**src/rtl/spi_pkg.sv**
```systemverilog
// Shared constants and types for the SPI responder.
package spi_pkg;

    localparam logic [1:0] MODE0 = 2'b00;
    localparam logic [1:0] MODE1 = 2'b01;
    localparam logic [1:0] MODE2 = 2'b10;
    localparam logic [1:0] MODE3 = 2'b11;

    localparam int unsigned SYNC_STAGES = 2;
    localparam int unsigned DW_DEFAULT  = 8;

    typedef enum logic {
        IDLE   = 1'b0,
        ACTIVE = 1'b1
    } state_e;

endpackage

```
**src/rtl/spi_sync.sv**
```systemverilog
// N-stage flop synchronizer with a configurable reset level.
module spi_sync #(
    parameter int unsigned N       = 2,
    parameter logic        RST_VAL = 1'b0
) (
    input  logic clk,
    input  logic rst_n,
    input  logic d,
    output logic q
);

    logic [N-1:0] sr_q;

    always_ff @(posedge clk or negedge rst_n) begin
        if (!rst_n) begin
            sr_q <= {N{RST_VAL}};
        end else begin
            sr_q <= {sr_q[N-2:0], d};
        end
    end

    assign q = sr_q[N-1];

endmodule

```
**src/rtl/spi_resp.sv**
```systemverilog
// Full-duplex SPI responder, all four CPOL/CPHA modes, one-word TX holding buffer.
// Define SPI_RESP_STATUS_EN to build the sticky err flag (underrun / frame abort).
module spi_resp
    import spi_pkg::*;
#(
    parameter int unsigned DW = DW_DEFAULT
) (
    input  logic          clk,
    input  logic          rst_n,
    input  logic [1:0]    mode,
    input  logic          sclk,
    input  logic          cs,
    input  logic          mosi,
    output logic          miso,
    input  logic [DW-1:0] tx_dat,
    input  logic          tx_valid,
    output logic          tx_ready,
    output logic [DW-1:0] rx_dat,
    output logic          rx_valid,
    output logic          err
);

    localparam int unsigned CW = $clog2(DW + 1);

    logic sclk_s, cs_s, mosi_s;

    spi_sync #(.N(SYNC_STAGES), .RST_VAL(1'b0)) u_sync_sclk (.clk(clk), .rst_n(rst_n), .d(sclk), .q(sclk_s));
    spi_sync #(.N(SYNC_STAGES), .RST_VAL(1'b1)) u_sync_cs   (.clk(clk), .rst_n(rst_n), .d(cs),   .q(cs_s));
    spi_sync #(.N(SYNC_STAGES), .RST_VAL(1'b0)) u_sync_mosi (.clk(clk), .rst_n(rst_n), .d(mosi), .q(mosi_s));

    // Edge-detect flops and registered edge strobes
    logic sclk_p_q, cs_p_q;
    logic sclk_rise_q, sclk_fall_q, cs_rise_q, cs_fall_q;

    always_ff @(posedge clk or negedge rst_n) begin
        if (!rst_n) begin
            sclk_p_q    <= 1'b0;
            cs_p_q      <= 1'b1;
            sclk_rise_q <= 1'b0;
            sclk_fall_q <= 1'b0;
            cs_rise_q   <= 1'b0;
            cs_fall_q   <= 1'b0;
        end else begin
            sclk_p_q    <= sclk_s;
            cs_p_q      <= cs_s;
            sclk_rise_q <= sclk_s & ~sclk_p_q;
            sclk_fall_q <= ~sclk_s & sclk_p_q;
            cs_rise_q   <= cs_s & ~cs_p_q;
            cs_fall_q   <= ~cs_s & cs_p_q;
        end
    end

    state_e        state_q, state_d;
    logic [1:0]    mode_q, mode_d;
    logic [1:0]    warm_q, warm_d;
    logic          armed_q, armed_d;
    logic [CW-1:0] cnt_q, cnt_d;
    logic [DW-1:0] rx_sr_q, rx_sr_d;
    logic [DW-1:0] tx_sr_q, tx_sr_d;
    logic [DW-1:0] rx_dat_q, rx_dat_d;
    logic          rx_valid_q, rx_valid_d;
    logic [DW-1:0] buf_q, buf_d;
    logic          buf_empty_q, buf_empty_d;
    logic          lead_c, trail_c, sample_c, shift_c, load_c;

    // A cs fall only opens a frame once cs has genuinely been seen high after reset
    always_comb begin
        state_d     = state_q;
        mode_d      = mode_q;
        warm_d      = (warm_q == 2'd3) ? warm_q : warm_q + 2'd1;
        armed_d     = armed_q | ((warm_q == 2'd3) & cs_s & cs_p_q);
        cnt_d       = cnt_q;
        rx_sr_d     = rx_sr_q;
        tx_sr_d     = tx_sr_q;
        rx_dat_d    = rx_dat_q;
        rx_valid_d  = 1'b0;
        buf_d       = buf_q;
        buf_empty_d = buf_empty_q;
        load_c      = 1'b0;

        lead_c   = mode_q[1] ? sclk_fall_q : sclk_rise_q;
        trail_c  = mode_q[1] ? sclk_rise_q : sclk_fall_q;
        sample_c = mode_q[0] ? trail_c : lead_c;
        shift_c  = mode_q[0] ? lead_c  : trail_c;

        case (state_q)
            IDLE: begin
                if (cs_fall_q && armed_q) begin
                    state_d = ACTIVE;
                    mode_d  = mode;
                    cnt_d   = '0;
                    rx_sr_d = '0;
                    load_c  = ~mode[0];
                end
            end
            ACTIVE: begin
                if (cs_rise_q) begin
                    state_d = IDLE;
                    cnt_d   = '0;
                    rx_sr_d = '0;
                    tx_sr_d = '0;
                end else begin
                    if (sample_c) begin
                        rx_sr_d = {rx_sr_q[DW-2:0], mosi_s};
                        if (cnt_q == CW'(DW - 1)) begin
                            cnt_d      = '0;
                            rx_dat_d   = {rx_sr_q[DW-2:0], mosi_s};
                            rx_valid_d = 1'b1;
                        end else begin
                            cnt_d = cnt_q + CW'(1);
                        end
                    end
                    // Shift edge at bit count 0 is the word boundary in both cpha settings
                    if (shift_c) begin
                        if (cnt_q == '0) begin
                            load_c = 1'b1;
                        end else begin
                            tx_sr_d = {tx_sr_q[DW-2:0], 1'b0};
                        end
                    end
                end
            end
            default: state_d = IDLE;
        endcase

        if (load_c) begin
            tx_sr_d     = buf_empty_q ? '0 : buf_q;
            buf_empty_d = 1'b1;
        end
        if (tx_valid && buf_empty_q) begin
            buf_d       = tx_dat;
            buf_empty_d = 1'b0;
        end
    end

    always_ff @(posedge clk or negedge rst_n) begin
        if (!rst_n) begin
            state_q     <= IDLE;
            mode_q      <= MODE0;
            warm_q      <= 2'd0;
            armed_q     <= 1'b0;
            cnt_q       <= '0;
            rx_sr_q     <= '0;
            tx_sr_q     <= '0;
            rx_dat_q    <= '0;
            rx_valid_q  <= 1'b0;
            buf_q       <= '0;
            buf_empty_q <= 1'b1;
        end else begin
            state_q     <= state_d;
            mode_q      <= mode_d;
            warm_q      <= warm_d;
            armed_q     <= armed_d;
            cnt_q       <= cnt_d;
            rx_sr_q     <= rx_sr_d;
            tx_sr_q     <= tx_sr_d;
            rx_dat_q    <= rx_dat_d;
            rx_valid_q  <= rx_valid_d;
            buf_q       <= buf_d;
            buf_empty_q <= buf_empty_d;
        end
    end

    assign miso     = tx_sr_q[DW-1];
    assign tx_ready = buf_empty_q;
    assign rx_dat   = rx_dat_q;
    assign rx_valid = rx_valid_q;

`ifdef SPI_RESP_STATUS_EN
    logic err_q;

    always_ff @(posedge clk or negedge rst_n) begin
        if (!rst_n) begin
            err_q <= 1'b0;
        end else if ((load_c && buf_empty_q) ||
                     (state_q == ACTIVE && cs_rise_q && cnt_q != '0)) begin
            err_q <= 1'b1;
        end
    end

    assign err = err_q;
`else
    assign err = 1'b0;
`endif

endmodule
```
**config.mk**
```make
export PLATFORM = sky130hd
export DESIGN_NAME = spi_resp
export DESIGN_NICKNAME = d
export VERILOG_FILES = /design/src/rtl/spi_pkg.sv /design/src/rtl/spi_sync.sv /design/src/rtl/spi_resp.sv
export SDC_FILE = /design/constraint.sdc
export NUM_CORES = 1
export LEC_CHECK = 0
export CAP_MARGIN = 0
export CORE_MARGIN = 2
export CORE_UTILIZATION = 40
export CTS_CLUSTER_SIZE = 12
export DETAILED_ROUTE_END_ITERATION = 8
export HOLD_SLACK_MARGIN = 0.08
export PLACE_DENSITY = 0.65
export SYNTH_ARGS = -nofsm -noshare
export SYNTH_HDL_FRONTEND = slang
export SYNTH_SLANG_ARGS = --single-unit
export TNS_END_PERCENT = 100
```
**constraint.sdc**
```tcl
create_clock -name clk -period 2.3 [get_ports clk]
set_input_delay 0.46 -clock clk [delete_from_list [all_inputs] [get_ports clk]]
set_output_delay 0.46 -clock clk [all_outputs]
set_load 0.02 [all_outputs]
```
Yosys cells after proc, flatten, opt, wreduce, memory -nomap -nowiden --
Index checks and enable logic that the tools add are counted.
Operators by class: reduce and logical (&&, ||, !) cells 10, eq/ne operators 5, bitwise gates (word level) 14, add/subtract/negate cells 2, mux-type cells 33
Operators with widths (number):
- $mux 8 | 6
- $mux 7 | 3
- $mux 1 | 16
- $mux 4 | 4
- $pmux 7 s2 | 1
- $pmux 4 s2 | 1
- $not 1->1 | 7
- $and 1x1->1 | 6
- $add 4x1->4 const B | 1
- $eq 4x3->1 const B | 1
- $logic_not 4->1 | 1
- $pmux 1 s2 | 2
- $reduce_and 2->1 | 2
- $reduce_and 4->1 | 1
- $reduce_bool 2->1 | 2
- $ne 3x2->1 const B | 1
- $ne 3x3->1 const B | 1
- $reduce_and 3->1 | 1
- $reduce_bool 3->1 | 1
- $add 2x1->2 const B | 1
- $eq 2x2->1 const B | 1
- $logic_and 1x1->1 | 2
- $ne 2x2->1 const B | 1
- $or 1x1->1 | 1
Storage, ports and cells: logic and storage cells 84, flip-flop bits (word level) 55

Longest topological paths before layout --
word-level depth 7, depth in mapped cells 7, gate-level depth less buffers 6

Hierarchy --
From an unflattened synthesis, not the netlist that was laid out.
Unflattened totals: cells, all modules 159, area total of the unflattened synthesis 2159.6 sq um
Modules (own cells, without submodules):
- spi_resp | cells an instance 153, area each 2006.9 sq um, instances 1
- spi_sync at u_sync_mosi ... | cells an instance 2, area each 50.0 sq um, instances 2
- spi_sync at u_sync_cs | cells an instance 2, area each 52.6 sq um, instances 1

Least setup slack after synthesis --
No wires, ideal clock.
kind register to register, start point register mode_q[1], end point register rx_dat_q[0], in the netlist rx_dat[0], period minus slack after synthesis 1.866 ns, data required time 2.175 ns, cell stages (with the launch flop) 5, data arrival time 1.741 ns, path slack 0.434 ns, cell sequence dfrtp_1 -> xnor2_2 -> mux2i_1 -> nor4_4 -> mux2_2
Between the ends: word-level cells in the longest chain between the ends 3, elaborated cells on any way between the ends 4, those cells by class mux: 3; reduce/logical: 1
RTL lines:
- start: declaration | RTL line spi_resp.sv:54 | logic [1:0] mode_q, mode_d;
- start signal: assignment | RTL line spi_resp.sv:151 | mode_q <= mode_d;
- $mux 1, on equally long branches | RTL line spi_resp.sv:81, spi_resp.sv:82
- $mux 1 (*) | RTL line spi_resp.sv:83 | sample_c = mode_q[0] ? trail_c : lead_c;
- $reduce_and 4->1 (no source line) (*)
- end signal: assignment | RTL line spi_resp.sv:157 | rx_dat_q <= rx_dat_d;
- end: declaration | RTL line spi_resp.sv:60 | logic [DW-1:0] rx_dat_q, rx_dat_d;
Mark *: on every way between the ends. The rest lies on a longest branch, timed or not. A chain may end at the register's enable or synchronous reset.

Worst setup path after layout --
start point register buf_empty_q, in the netlist tx_ready, end point output tx_ready
RTL lines:
- start: declaration | RTL line spi_resp.sv:63 | logic buf_empty_q, buf_empty_d;
- start signal: assignment | RTL line spi_resp.sv:160 | buf_empty_q <= buf_empty_d;
- end: declaration | RTL line spi_resp.sv:17 | output logic tx_ready,
No word-level cell between the ends.

==> metrics <==
initial antenna violation count=0; drt via density=4.92; Final min period=around 2000 ps; CTS Buf Count=5; Worst R2R Path Depth=6; r2r endpoint=rx_dat[0]; # setup viols final=0; core region area=5440 sq um; DRC Markers=0; WL final=about 3500 um; syn_nets=192; Leak=1.22 nW; ys flop type=dfrtp_1; number of flops mapped to enable cells by yosys=0; largest net degree at the start of global routing=35; CTS root buf=clkbuf_8; TritonCTS Sinks=55; Post-CTS Resized=0; Clk pwr share=22.3%; Critical Path, Cell by Cell=clkdlybuf4s50_1; synthesized area per cell=12.9 sq um; grt ovf=0; layout cell share with drive strength beyond 1=20.4%; Setup Crit Path Kind=flip-flop to primary output; post-route cell area=2710 sq um; Detailed Place HPWL=2540 um; Synth Instances=173; Tot GR Track Use=between 10% and 20%; number of diodes=0; max frequency=514 MHz; RD Place Congestion=roughly 0.75; Switching Share=just under 30%; endpoint class of the critical path=primary output; Die Wd=78.6 um; Peak VDD IR=0.000566 V; PwrDens=between 800 and 900 nW/um^2; max incr delay on CP=~610 ps; Reg clk slew, reported paths=90 ps; startpoint types=flip-flop; FF+latch count, synth=55; RR Startpoint=mode_q[1]; vias in the first global route=1407; die height=78.6 um; Comb power frac=24.0%; Mapped Area=2220 sq um; hold buffer count at cts=0; CP Launch Point=tx_ready; net switching power=0.000694 W; fraction of registers with async set/reset=100%; Yosys Warn Count=0; Slew HR=60.9%; Crit path arrival time=about 1500 ps; CTS Buffer Depth=2; CP top delay family=buffers and inverters; total power=approximately 0.0023 W; fin. max-slew vios=0; worst-path fanout max=5; Crit path required time=1840 ps; reg2reg setup slack=440 ps; Buf/Inv on CP=1; Synth-to-Final Area Change=21.8%; Post-synth top cells=dfrtp_1, inv_1, mux2_2, nand3_1; Synth area leader=dfrtp_1; Post-CTS Setup Inserts=0; # fillers=516; Worst Hold Class=input pin to async pin; vias=~1400; top-area cell type share of the netlist area=57.4%; top cells by area, synth=dfrtp_1, mux2_2, dfstp_2; outcome=completed; Starting Density=40.9%; total negative slack=0 ps; Netlist cell types=34; first-pass GRT wire length=6280 um; wire per inst=12.5 um; CTS tree=done; RSZ-0062 raised after global routing=no; initial drt markers=41; post-layout util=49.8%; post-synthesis sequential area ratio=62.1%; Worst-Margin Slew=587 ps; Post-DP Area=2620 sq um; Final Hold Vio Count=0; count leader, synth=dfrtp_1; max-cap viol count=0; clk_lat worst skew=approximately 300 ps; I/O Pins=28; total iterations of the first detailed-routing run=4; die area=6170 sq um; port bufs=26; placed cells=~280; Finished Layout Cells=283; clk_skew=8.74 ps; nets@finish=229; slowest CP cell=clkdlybuf4s50_1; final period utilization=84.6%; post-route ant nets=0; Flop pwr share=53.7%; H-tree depth=2; FP Rows=27; Internal=0.00165 W
worst register-to-register path: stages, from the launching register on:
cell and delay (ps):
dfrtp_1 410, xnor2_2 300, mux2i_1 120, buf_4 170
nor4_4 190, buf_4 210, mux2_2 340
power by group through the flow:
stage	Clock (W)	Combinational [W]	Sequential [W]
6_report	0.000523	0.000562	0.00126
5_1_grt	0.000580	0.000635	0.00128
4_1_cts	0.000541	0.000572	0.00126
3_5_place_dp	0	0.000569	0.00128
3_3_place_gp	0	0.000557	0.00127
2_1_floorplan	0	0.000375	0.00127
worst max path at each step:
stage	to	depth (start not counted)	slack, ps
5_1_grt	tx_sr_q[2]	7	290
6_report	tx_ready	1	350
3_3_place_gp	rx_dat[7]	6	470
4_1_cts	tx_ready	1	340
3_5_place_dp	rx_dat[5]	6	440
2_1_floorplan	rx_dat[0]	4	430
flip-flops by register name, summed over array words and instances (netlist names), 2 cells and up:
signal / cells
buf_q: 8
rx_dat: 8
cnt_q: 4
rx_sr_q: 7
warm_q: 2
tx_sr_q: 8
u_sync_cs.sr_q: 2
mode_q: 2
u_sync_sclk.sr_q: 2
u_sync_mosi.sr_q: 2
cell usage in the layout, fill, tap and decap left out, types with 2 or more instances in the layout:
cell | synthesis | routed
dfrtp_1 | 51 | 51
clkdlybuf4s50_1 | 0 | 25
inv_1 | 22 | 22
mux2_2 | 19 | 19
nand3_1 | 10 | 10
nand2_1 | 7 | 7
o221ai_1 | 7 | 7
mux2i_1 | 6 | 6
buf_4 | 1 | 6
nor2b_1 | 5 | 5
clkbuf_8 | 0 | 5
a21oi_1 | 4 | 4
dfstp_2 | 4 | 4
nand3b_1 | 3 | 3
a22o_1 | 3 | 3
a31oi_1 | 3 | 3
a21o_1 | 3 | 3
ha_1 | 3 | 3
nand2b_1 | 2 | 2
nor2_1 | 2 | 2
o21ai_0 | 2 | 2
nor4_1 | 2 | 2
cell type report:
class | instances | area, sq um | share of cell area [%]
multi-input cells | 93 | 746 | 27.5
flip-flops and latches | 55 | 1380 | 51.0
clock inverters | 2 | 16.3 | 0.600
clock buffers | 6 | 72.6 | 2.68
inverters | 22 | 82.6 | 3.05
well taps | 72 | 90.1 | 3.33
repair buffers | 33 | 320 | 11.8
logic make-up after synthesis:
family / after synthesis / synth area share [%]
flip-flops: 55 / 62.1
AND/OR/NAND/NOR: 34 / 8.89
AO/OA/AOI/OAI: 28 / 9.34
multiplexers: 25 / 12.3
buffers and inverters: 25 / 4.39
adder cells (fa/ha/maj): 3 / 1.69
XOR/XNOR: 2 / 1.13
other: 1 / 0.169
routing by layer:
metal | track usage (%) | wire [um]
met5 | 0 | 0
met4 | 3.86 | 10
met3 | 3.56 | 116
met2 | 19.9 | 1630
met1 | 17.4 | 1780
through the flow:
step | worst slack, ps | hold WS [ps]
6_report | 355 | 111
3_5_place_dp | 438 | 343
3_3_place_gp | 472 | 334
2_1_floorplan | 434 | 164
4_1_cts | 335 | 123
5_1_grt | 291 | 143
Power figures use the tool's default switching activity.
